<file path="src/rtl/gpr_pkg.sv">
// Shared GPR constants, the write-arbiter state type and the write request payload.
package gpr_pkg;

    localparam int unsigned GPR_AW  = 5;
    localparam int unsigned GPR_NUM = 32;
    localparam int unsigned XLEN    = 64;

    typedef enum logic {
        IDLE   = 1'b0,
        LOCKED = 1'b1
    } arb_state_e;

    typedef struct packed {
        logic              valid;
        logic              lock;
        logic [GPR_AW-1:0] addr;
        logic [XLEN-1:0]   data;
    } gpr_wr_req_t;

endpackage

</file>
<file path="src/rtl/gpr_wr_arbiter_rr_pick.sv">
// Round-robin priority picker: first set request at or above ptr, wrapping modulo N.
module rr_pick #(
    parameter int unsigned N  = 3,
    parameter int unsigned IW = (N > 1) ? $clog2(N) : 1
) (
    input  logic [N-1:0]  req,
    input  logic [IW-1:0] ptr,
    output logic [N-1:0]  gnt,
    output logic [IW-1:0] gnt_idx,
    output logic          gnt_any
);

    logic [IW-1:0] cand;

    always_comb begin
        gnt     = '0;
        gnt_idx = '0;
        gnt_any = 1'b0;
        cand    = '0;
        for (int unsigned k = 0; k < N; k++) begin
            cand = IW'((32'(ptr) + k) % N);
            if (!gnt_any && req[cand]) begin
                gnt_any   = 1'b1;
                gnt[cand] = 1'b1;
                gnt_idx   = cand;
            end
        end
    end

endmodule

</file>
<file path="src/rtl/gpr_wr_arbiter.sv">
// Round-robin GPR write-port arbiter with burst lock, registered regfile write and snapshot strobe.
// Optional per-requester grant/stall counters when GPR_WR_ARB_PERF_EN is defined.
module gpr_wr_arbiter
    import gpr_pkg::arb_state_e;
    import gpr_pkg::IDLE;
    import gpr_pkg::LOCKED;
#(
    parameter int unsigned NREQ     = 3,
    parameter int unsigned XLEN     = gpr_pkg::XLEN,
    parameter int unsigned AW       = gpr_pkg::GPR_AW,
    parameter int unsigned LOCK_MAX = 8
) (
    input  logic                     clock,
    input  logic                     reset,
    input  logic [NREQ-1:0]          req_valid,
    input  logic [NREQ-1:0]          req_lock,
    input  logic [NREQ*AW-1:0]       req_addr,
    input  logic [NREQ*XLEN-1:0]     req_data,
    output logic [NREQ-1:0]          req_ready,
    output logic                     rf_wen,
    output logic [AW-1:0]            rf_waddr,
    output logic [XLEN-1:0]          rf_wdata,
    output logic                     snap_valid,
    output logic [$clog2(NREQ)-1:0]  last_grant,
    output logic                     busy
`ifdef GPR_WR_ARB_PERF_EN
    ,
    output logic [NREQ*32-1:0]       perf_grant_cnt,
    output logic [NREQ*32-1:0]       perf_stall_cnt
`endif
);

    localparam int unsigned IW = $clog2(NREQ);
    localparam int unsigned CW = $clog2(LOCK_MAX + 1);

    arb_state_e      state_q, state_d;
    logic [IW-1:0]   rr_ptr_q, rr_ptr_d;
    logic [IW-1:0]   lock_owner_q, lock_owner_d;
    logic [CW-1:0]   lock_cnt_q, lock_cnt_d;
    logic [IW-1:0]   last_grant_q, last_grant_d;
    logic            rf_wen_q, rf_wen_d;
    logic [AW-1:0]   rf_waddr_q, rf_waddr_d;
    logic [XLEN-1:0] rf_wdata_q, rf_wdata_d;
    logic            snap_valid_q, snap_valid_d;

    logic [NREQ-1:0] pick_gnt;
    logic [IW-1:0]   pick_idx;
    logic            pick_any;

    logic [NREQ-1:0] owner_oh;
    logic            owner_hold;
    logic [NREQ-1:0] gnt_oh;
    logic [IW-1:0]   gnt_idx;
    logic            xfer;
    logic [AW-1:0]   sel_addr;
    logic [XLEN-1:0] sel_data;
    logic            sel_lock;

    rr_pick #(
        .N  (NREQ),
        .IW (IW)
    ) u_rr_pick (
        .req     (req_valid),
        .ptr     (rr_ptr_q),
        .gnt     (pick_gnt),
        .gnt_idx (pick_idx),
        .gnt_any (pick_any)
    );

    // A locked owner that drops valid falls back to round-robin in the same cycle.
    always_comb begin : grant_sel
        owner_oh               = '0;
        owner_oh[lock_owner_q] = 1'b1;
        owner_hold             = (state_q == LOCKED) && req_valid[lock_owner_q];
        gnt_oh                 = owner_hold ? owner_oh : pick_gnt;
        gnt_idx                = owner_hold ? lock_owner_q : pick_idx;
        xfer                   = owner_hold || pick_any;
        sel_addr               = '0;
        sel_data               = '0;
        sel_lock               = 1'b0;
        for (int unsigned i = 0; i < NREQ; i++) begin
            if (gnt_oh[i]) begin
                sel_addr = req_addr[i*AW +: AW];
                sel_data = req_data[i*XLEN +: XLEN];
                sel_lock = req_lock[i];
            end
        end
    end

    assign req_ready = reset ? gnt_oh : '0;

    always_comb begin : next_state
        state_d      = state_q;
        rr_ptr_d     = rr_ptr_q;
        lock_owner_d = lock_owner_q;
        lock_cnt_d   = lock_cnt_q;
        last_grant_d = last_grant_q;
        rf_wen_d     = 1'b0;
        rf_waddr_d   = rf_waddr_q;
        rf_wdata_d   = rf_wdata_q;
        snap_valid_d = rf_wen_q;

        if (!owner_hold) begin
            state_d    = IDLE;
            lock_cnt_d = '0;
        end

        if (xfer) begin
            if (32'(gnt_idx) == NREQ - 1) begin
                rr_ptr_d = '0;
            end else begin
                rr_ptr_d = gnt_idx + IW'(1);
            end
            last_grant_d = gnt_idx;

            // Writes to x0 consume a grant but never reach the regfile.
            if (sel_addr != '0) begin
                rf_wen_d   = 1'b1;
                rf_waddr_d = sel_addr;
                rf_wdata_d = sel_data;
            end

            if (owner_hold) begin
                if (!sel_lock || (32'(lock_cnt_q) + 1 >= LOCK_MAX)) begin
                    state_d    = IDLE;
                    lock_cnt_d = '0;
                end else begin
                    lock_cnt_d = lock_cnt_q + CW'(1);
                end
            end else if (sel_lock && (LOCK_MAX > 1)) begin
                state_d      = LOCKED;
                lock_owner_d = gnt_idx;
                lock_cnt_d   = CW'(1);
            end
        end
    end

    always_ff @(posedge clock or negedge reset) begin
        if (!reset) begin
            state_q      <= IDLE;
            rr_ptr_q     <= '0;
            lock_owner_q <= '0;
            lock_cnt_q   <= '0;
            last_grant_q <= '0;
            rf_wen_q     <= 1'b0;
            rf_waddr_q   <= '0;
            rf_wdata_q   <= '0;
            snap_valid_q <= 1'b0;
        end else begin
            state_q      <= state_d;
            rr_ptr_q     <= rr_ptr_d;
            lock_owner_q <= lock_owner_d;
            lock_cnt_q   <= lock_cnt_d;
            last_grant_q <= last_grant_d;
            rf_wen_q     <= rf_wen_d;
            rf_waddr_q   <= rf_waddr_d;
            rf_wdata_q   <= rf_wdata_d;
            snap_valid_q <= snap_valid_d;
        end
    end

    assign rf_wen     = rf_wen_q;
    assign rf_waddr   = rf_waddr_q;
    assign rf_wdata   = rf_wdata_q;
    assign snap_valid = snap_valid_q;
    assign last_grant = last_grant_q;
    assign busy       = (state_q == LOCKED) || rf_wen_q;

`ifdef GPR_WR_ARB_PERF_EN
    logic [31:0] grant_cnt_q [NREQ];
    logic [31:0] grant_cnt_d [NREQ];
    logic [31:0] stall_cnt_q [NREQ];
    logic [31:0] stall_cnt_d [NREQ];

    always_comb begin : perf_next
        for (int unsigned i = 0; i < NREQ; i++) begin
            grant_cnt_d[i] = grant_cnt_q[i] + 32'(req_valid[i] && gnt_oh[i]);
            stall_cnt_d[i] = stall_cnt_q[i] + 32'(req_valid[i] && !gnt_oh[i]);
        end
    end

    always_ff @(posedge clock or negedge reset) begin
        if (!reset) begin
            for (int unsigned i = 0; i < NREQ; i++) begin
                grant_cnt_q[i] <= '0;
                stall_cnt_q[i] <= '0;
            end
        end else begin
            for (int unsigned i = 0; i < NREQ; i++) begin
                grant_cnt_q[i] <= grant_cnt_d[i];
                stall_cnt_q[i] <= stall_cnt_d[i];
            end
        end
    end

    always_comb begin : perf_out
        perf_grant_cnt = '0;
        perf_stall_cnt = '0;
        for (int unsigned i = 0; i < NREQ; i++) begin
            perf_grant_cnt[i*32 +: 32] = grant_cnt_q[i];
            perf_stall_cnt[i*32 +: 32] = stall_cnt_q[i];
        end
    end
`endif

endmodule

</file>
<file path="config.mk">
export PLATFORM = sky130hd
export DESIGN_NAME = gpr_wr_arbiter
export DESIGN_NICKNAME = d
export VERILOG_FILES = /design/src/rtl/gpr_pkg.sv /design/src/rtl/gpr_wr_arbiter_rr_pick.sv /design/src/rtl/gpr_wr_arbiter.sv
export SDC_FILE = /design/constraint.sdc
export NUM_CORES = 1
export LEC_CHECK = 0
export BUFFER_PORTS_ARGS = -buffer_cell sky130_fd_sc_hd__buf_2
export CORE_ASPECT_RATIO = 2
export CORE_UTILIZATION = 30
export DETAILED_ROUTE_END_ITERATION = 8
export GPL_TIMING_DRIVEN = 0
export PLACE_DENSITY = 0.57
export SETUP_SLACK_MARGIN = 0.02
export SLEW_MARGIN = 40
export SYNTH_ARGS = -nofsm -noshare
export SYNTH_HDL_FRONTEND = slang
export SYNTH_SLANG_ARGS = --single-unit
</file>
<file path="constraint.sdc">
create_clock -name clock -period 8.7 [get_ports clock]
set_input_delay 0.435 -clock clock [delete_from_list [all_inputs] [get_ports clock]]
set_output_delay 0.435 -clock clock [all_outputs]
set_load 0.01 [all_outputs]
</file>
==> flow_metrics.py <==
metrics = {
    "global_route": {
        "first_global_vias": 4962,
        "grt_pass1_wl_mm": 25.6,
        "grt_antenna_before_repair": 1,
        "grt_start_max_net_pins": 45,
        "grt_util_all_layers_pct": 19.6,
        "grt_overflow_total": 0,
    },
    "pwr": {
        "power-per-cell-area_nw_per_um2": 538,
        "leakage_nw": 3.65,
        "power.share.clock_pct": 11.5,
        "power.switching_fraction_pct": 42.7,
        "seq_power_share_pct": 18.6,
        "combPwrFrac_pct": 69.9,
        "switching_power_w": 0.00162,
        "power.ir.vdd_worst_v": 0.000190,
        "p_int_w": 0.00217,
    },
    "final_layout": {
        "area.growth.synth_to_final_pct": 41.7,
        "post_route_cells_drive_above_1_share_pct": 49.4,
        "nets": 1013,
        "finish.utilization_pct": 43.3,
        "multiInputGateArea_um2": 2700,
        "mostFrequentLayoutCell": "sky130_fd_sc_hd__buf_2",
        "ff_latch_area_um2": 2050,
        "final_cells": 1002,
        "most_frequent_cells_in_the_layout": "sky130_fd_sc_hd__buf_2, sky130_fd_sc_hd__nor2_1, sky130_fd_sc_hd__dfrtp_1",
        "fillCellCount": 1695,
    },
    "floorplanning": {
        "horizontal_die_dimension_um": 93.0,
        "placement_rows": 66,
        "num_io_pins": 292,
        "core-area_um2": 16300,
        "start_util_pct": 30.6,
        "floorplan.die.height_um": 184,
        "dieArea_um2": 17100,
    },
    "timing": {
        "report.final.hold_viol_count": 0,
        "final.min_clock_period_ps": 4300,
        "final.setup.tns_ps": 0,
        "maxSlewViolCount": 0,
        "timing.final.setup_violations": 0,
        "timing_worst_slew_pin_value_ps": 788,
        "relSlewSlack_pct": 47.5,
        "final_cycle_share_pct": 49.4,
        "post_route_setup_slack_ps": 4400,
        "rsz_0062_raised_after_global_routing": "false",
        "finalClockSkew_ps": 11.8,
        "fmaxAchievable_ghz": 0.233,
    },
    "placed_design": {
        "port-buffer-count": 291,
        "place_inst": 985,
        "routabilityCongestion": 0.917,
        "hpwl_mm": 13.3,
        "post_place_setup_slack_ps": 4700,
    },
    "synth": {
        "synth_top_cell_area_share_pct": 41.3,
        "synth.area.top_cells": "sky130_fd_sc_hd__dfrtp_1, sky130_fd_sc_hd__mux2_4, sky130_fd_sc_hd__a221oi_1",
        "synth-edff-count": 0,
        "postSynthNetCount": 710,
        "yosys.area.top_type": "sky130_fd_sc_hd__dfrtp_1",
        "yosys_register_bits": 82,
        "post_synth_num_cell_types": 48,
        "synth_cells": 489,
        "mappedNetlistArea_um2": 4970,
        "synthesis.area_per_instance_um2": 10.2,
        "yosys_most_used_dff": "sky130_fd_sc_hd__dfrtp_1",
        "async_reset_ff_share_pct": 100,
        "yosysWarnings": 0,
        "ys_seq_area_share_pct": 41.3,
    },
    "clocking": {
        "cts-root-to-sink-buffers": 2,
        "htree_num_levels": 3,
        "tritoncts": "built",
        "post_cts_resize_count": 0,
        "cts.root.buffer_cell": "sky130_fd_sc_hd__clkbuf_16",
        "worstSkewPairLatency_ps": 340,
        "postCtsHoldBufs": 0,
        "cts_setup_buffers": 0,
        "clkSlewWorstSetupHoldPaths_ps": 70,
        "tritoncts.num_buffers": 9,
        "cts_num_sinks": 82,
    },
    "hold_path": {
        "min_path_type": "in2async",
    },
    "worst_setup_path": {
        "crit_cells": 11,
        "worstPathCellList": "inv_1 > ha_1 > buf_6 > mux2_4 > a21oi_4 > nand4_1 > a21oi_1 > clkbuf_1 > clkbuf_1 > and2_1 > buf_2",
        "cpMaxStageDelayCell": "sky130_fd_sc_hd__clkbuf_1",
        "cp.buffers_inverters": 5,
        "setup.worst_path.class": "reg2out",
        "crit_path_end_kind": "output port",
        "crit_required_ps": 8270,
        "worst_endpoint_data_arrival_time_ps": 3860,
        "ff2ff_path_depth": 12,
        "start_kind": "flop",
        "crit_path_frequent_cell": "sky130_fd_sc_hd__clkbuf_1",
        "critPathMaxStageDelay_ps": 660,
        "timing.critical_path.fanout_max": 10,
        "crit_path_max_delay_family": "buffers and inverters",
    },
    "routing": {
        "vias": 4963,
        "route.detailed.vias_per_inst": 4.95,
        "ant_nets": 0,
        "firstDrtPassIters": 4,
        "detail_route.wirelength_mm": 16.8,
        "wl_per_cell_um": 16.8,
        "post-route-drc-count": 0,
        "drt_iter0_drc": 165,
    },
    "job": {
        "maxCapViolCount": 0,
    },
    "status": {
        "status": "complete, no violations",
    },
}
## flip-flops by register name, summed over array words and instances, names as in the netlist
| name | flops |
|---|---|
| lock_cnt_q | 4 |
| rr_ptr_q | 2 |
| last_grant | 2 |
| snap_valid | 1 |
| state_q | 1 |
| lock_owner_q | 2 |
| rf_wdata | 64 |
| rf_waddr | 5 |
| rf_wen | 1 |
## logic make-up after synthesis
logic type | count (synthesis) | synth area share [%]
and+or+nand+nor | 176 | 15.5
AOI/OAI and AO/OA | 106 | 17.7
DFF | 82 | 41.3
muxes | 72 | 19.4
buffers and inverters | 45 | 4.38
adders and majority gates | 6 | 1.51
other | 1 | 0.0754
xor gates and xnor gates | 1 | 0.176
## cell type report
class | instances | area share [%]
multi-input combinational | 362 | 38.4
inverter | 8 | 0.426
sequential | 82 | 29.1
timing repair buffer | 292 | 21.0
antenna | 1 | 0.0355
tap | 204 | 3.62
clock buffer | 10 | 3.25
clock inverter | 6 | 1.49
buffer | 37 | 2.66
## synthesized netlist by cell type, types with 6 or more instances
library cell / number
sky130_fd_sc_hd__inv_1: 7
sky130_fd_sc_hd__mux2_4: 41
sky130_fd_sc_hd__clkbuf_1: 23
sky130_fd_sc_hd__and2_1: 6
sky130_fd_sc_hd__mux2_2: 28
sky130_fd_sc_hd__a221oi_1: 64
sky130_fd_sc_hd__nor2b_1: 6
sky130_fd_sc_hd__buf_6: 6
sky130_fd_sc_hd__a21oi_1: 9
sky130_fd_sc_hd__nor2_1: 137
sky130_fd_sc_hd__a21o_1: 9
sky130_fd_sc_hd__dfrtp_1: 82
sky130_fd_sc_hd__ha_1: 6
## routing by layer
| layer | global-route usage (%) | up-vias | part of all wire, % |
|---|---|---|---|
| li1 | - | 2411 | - |
| met1 | 21.0 | 2322 | 37 |
| met2 | 37.1 | 209 | 55 |
| met3 | 2.98 | 21 | 4.7 |
| met4 | 7.88 | 0 | 2.6 |
| met5 | 0 | - | 0 |
## power groups by stage
stage | registers, W | logic [W] | clock network (W)
after global routing | 0.000729 | 0.00292 | 0.000462
after detailed placement | 0.000707 | 0.00271 | 0
after floorplan | 0.000784 | 0.00187 | 0
after global placement | 0.000705 | 0.00267 | 0
final | 0.000705 | 0.00265 | 0.000435
after CTS | 0.000708 | 0.00270 | 0.000445
## worst paths after layout
check	startpoint	endpoint	slack, ps
worst min-delay path	reset	rf_wdata[15]	3
worst max-delay path	rr_ptr_q[1]	req_ready[1]	4400
worst max register to register	rr_ptr_q[0]	rf_wdata[31]	4820
worst min register to register	rf_wen	snap_valid	430
min in group clock	req_addr[12]	rf_waddr[2]	390
max in group asynchronous	reset	rf_wen	8120
## metrics by stage
step	area (um^2)	hold WS, ps	power [W]
after floorplan	4970	139	0.00266
after global placement	6680	412	0.00337
after detailed placement	6710	389	0.00341
after CTS	7040	14.5	0.00385
after global routing	7050	28.6	0.00411
final	7050	2.68	0.00379
(Power assumes the default switching activity.)
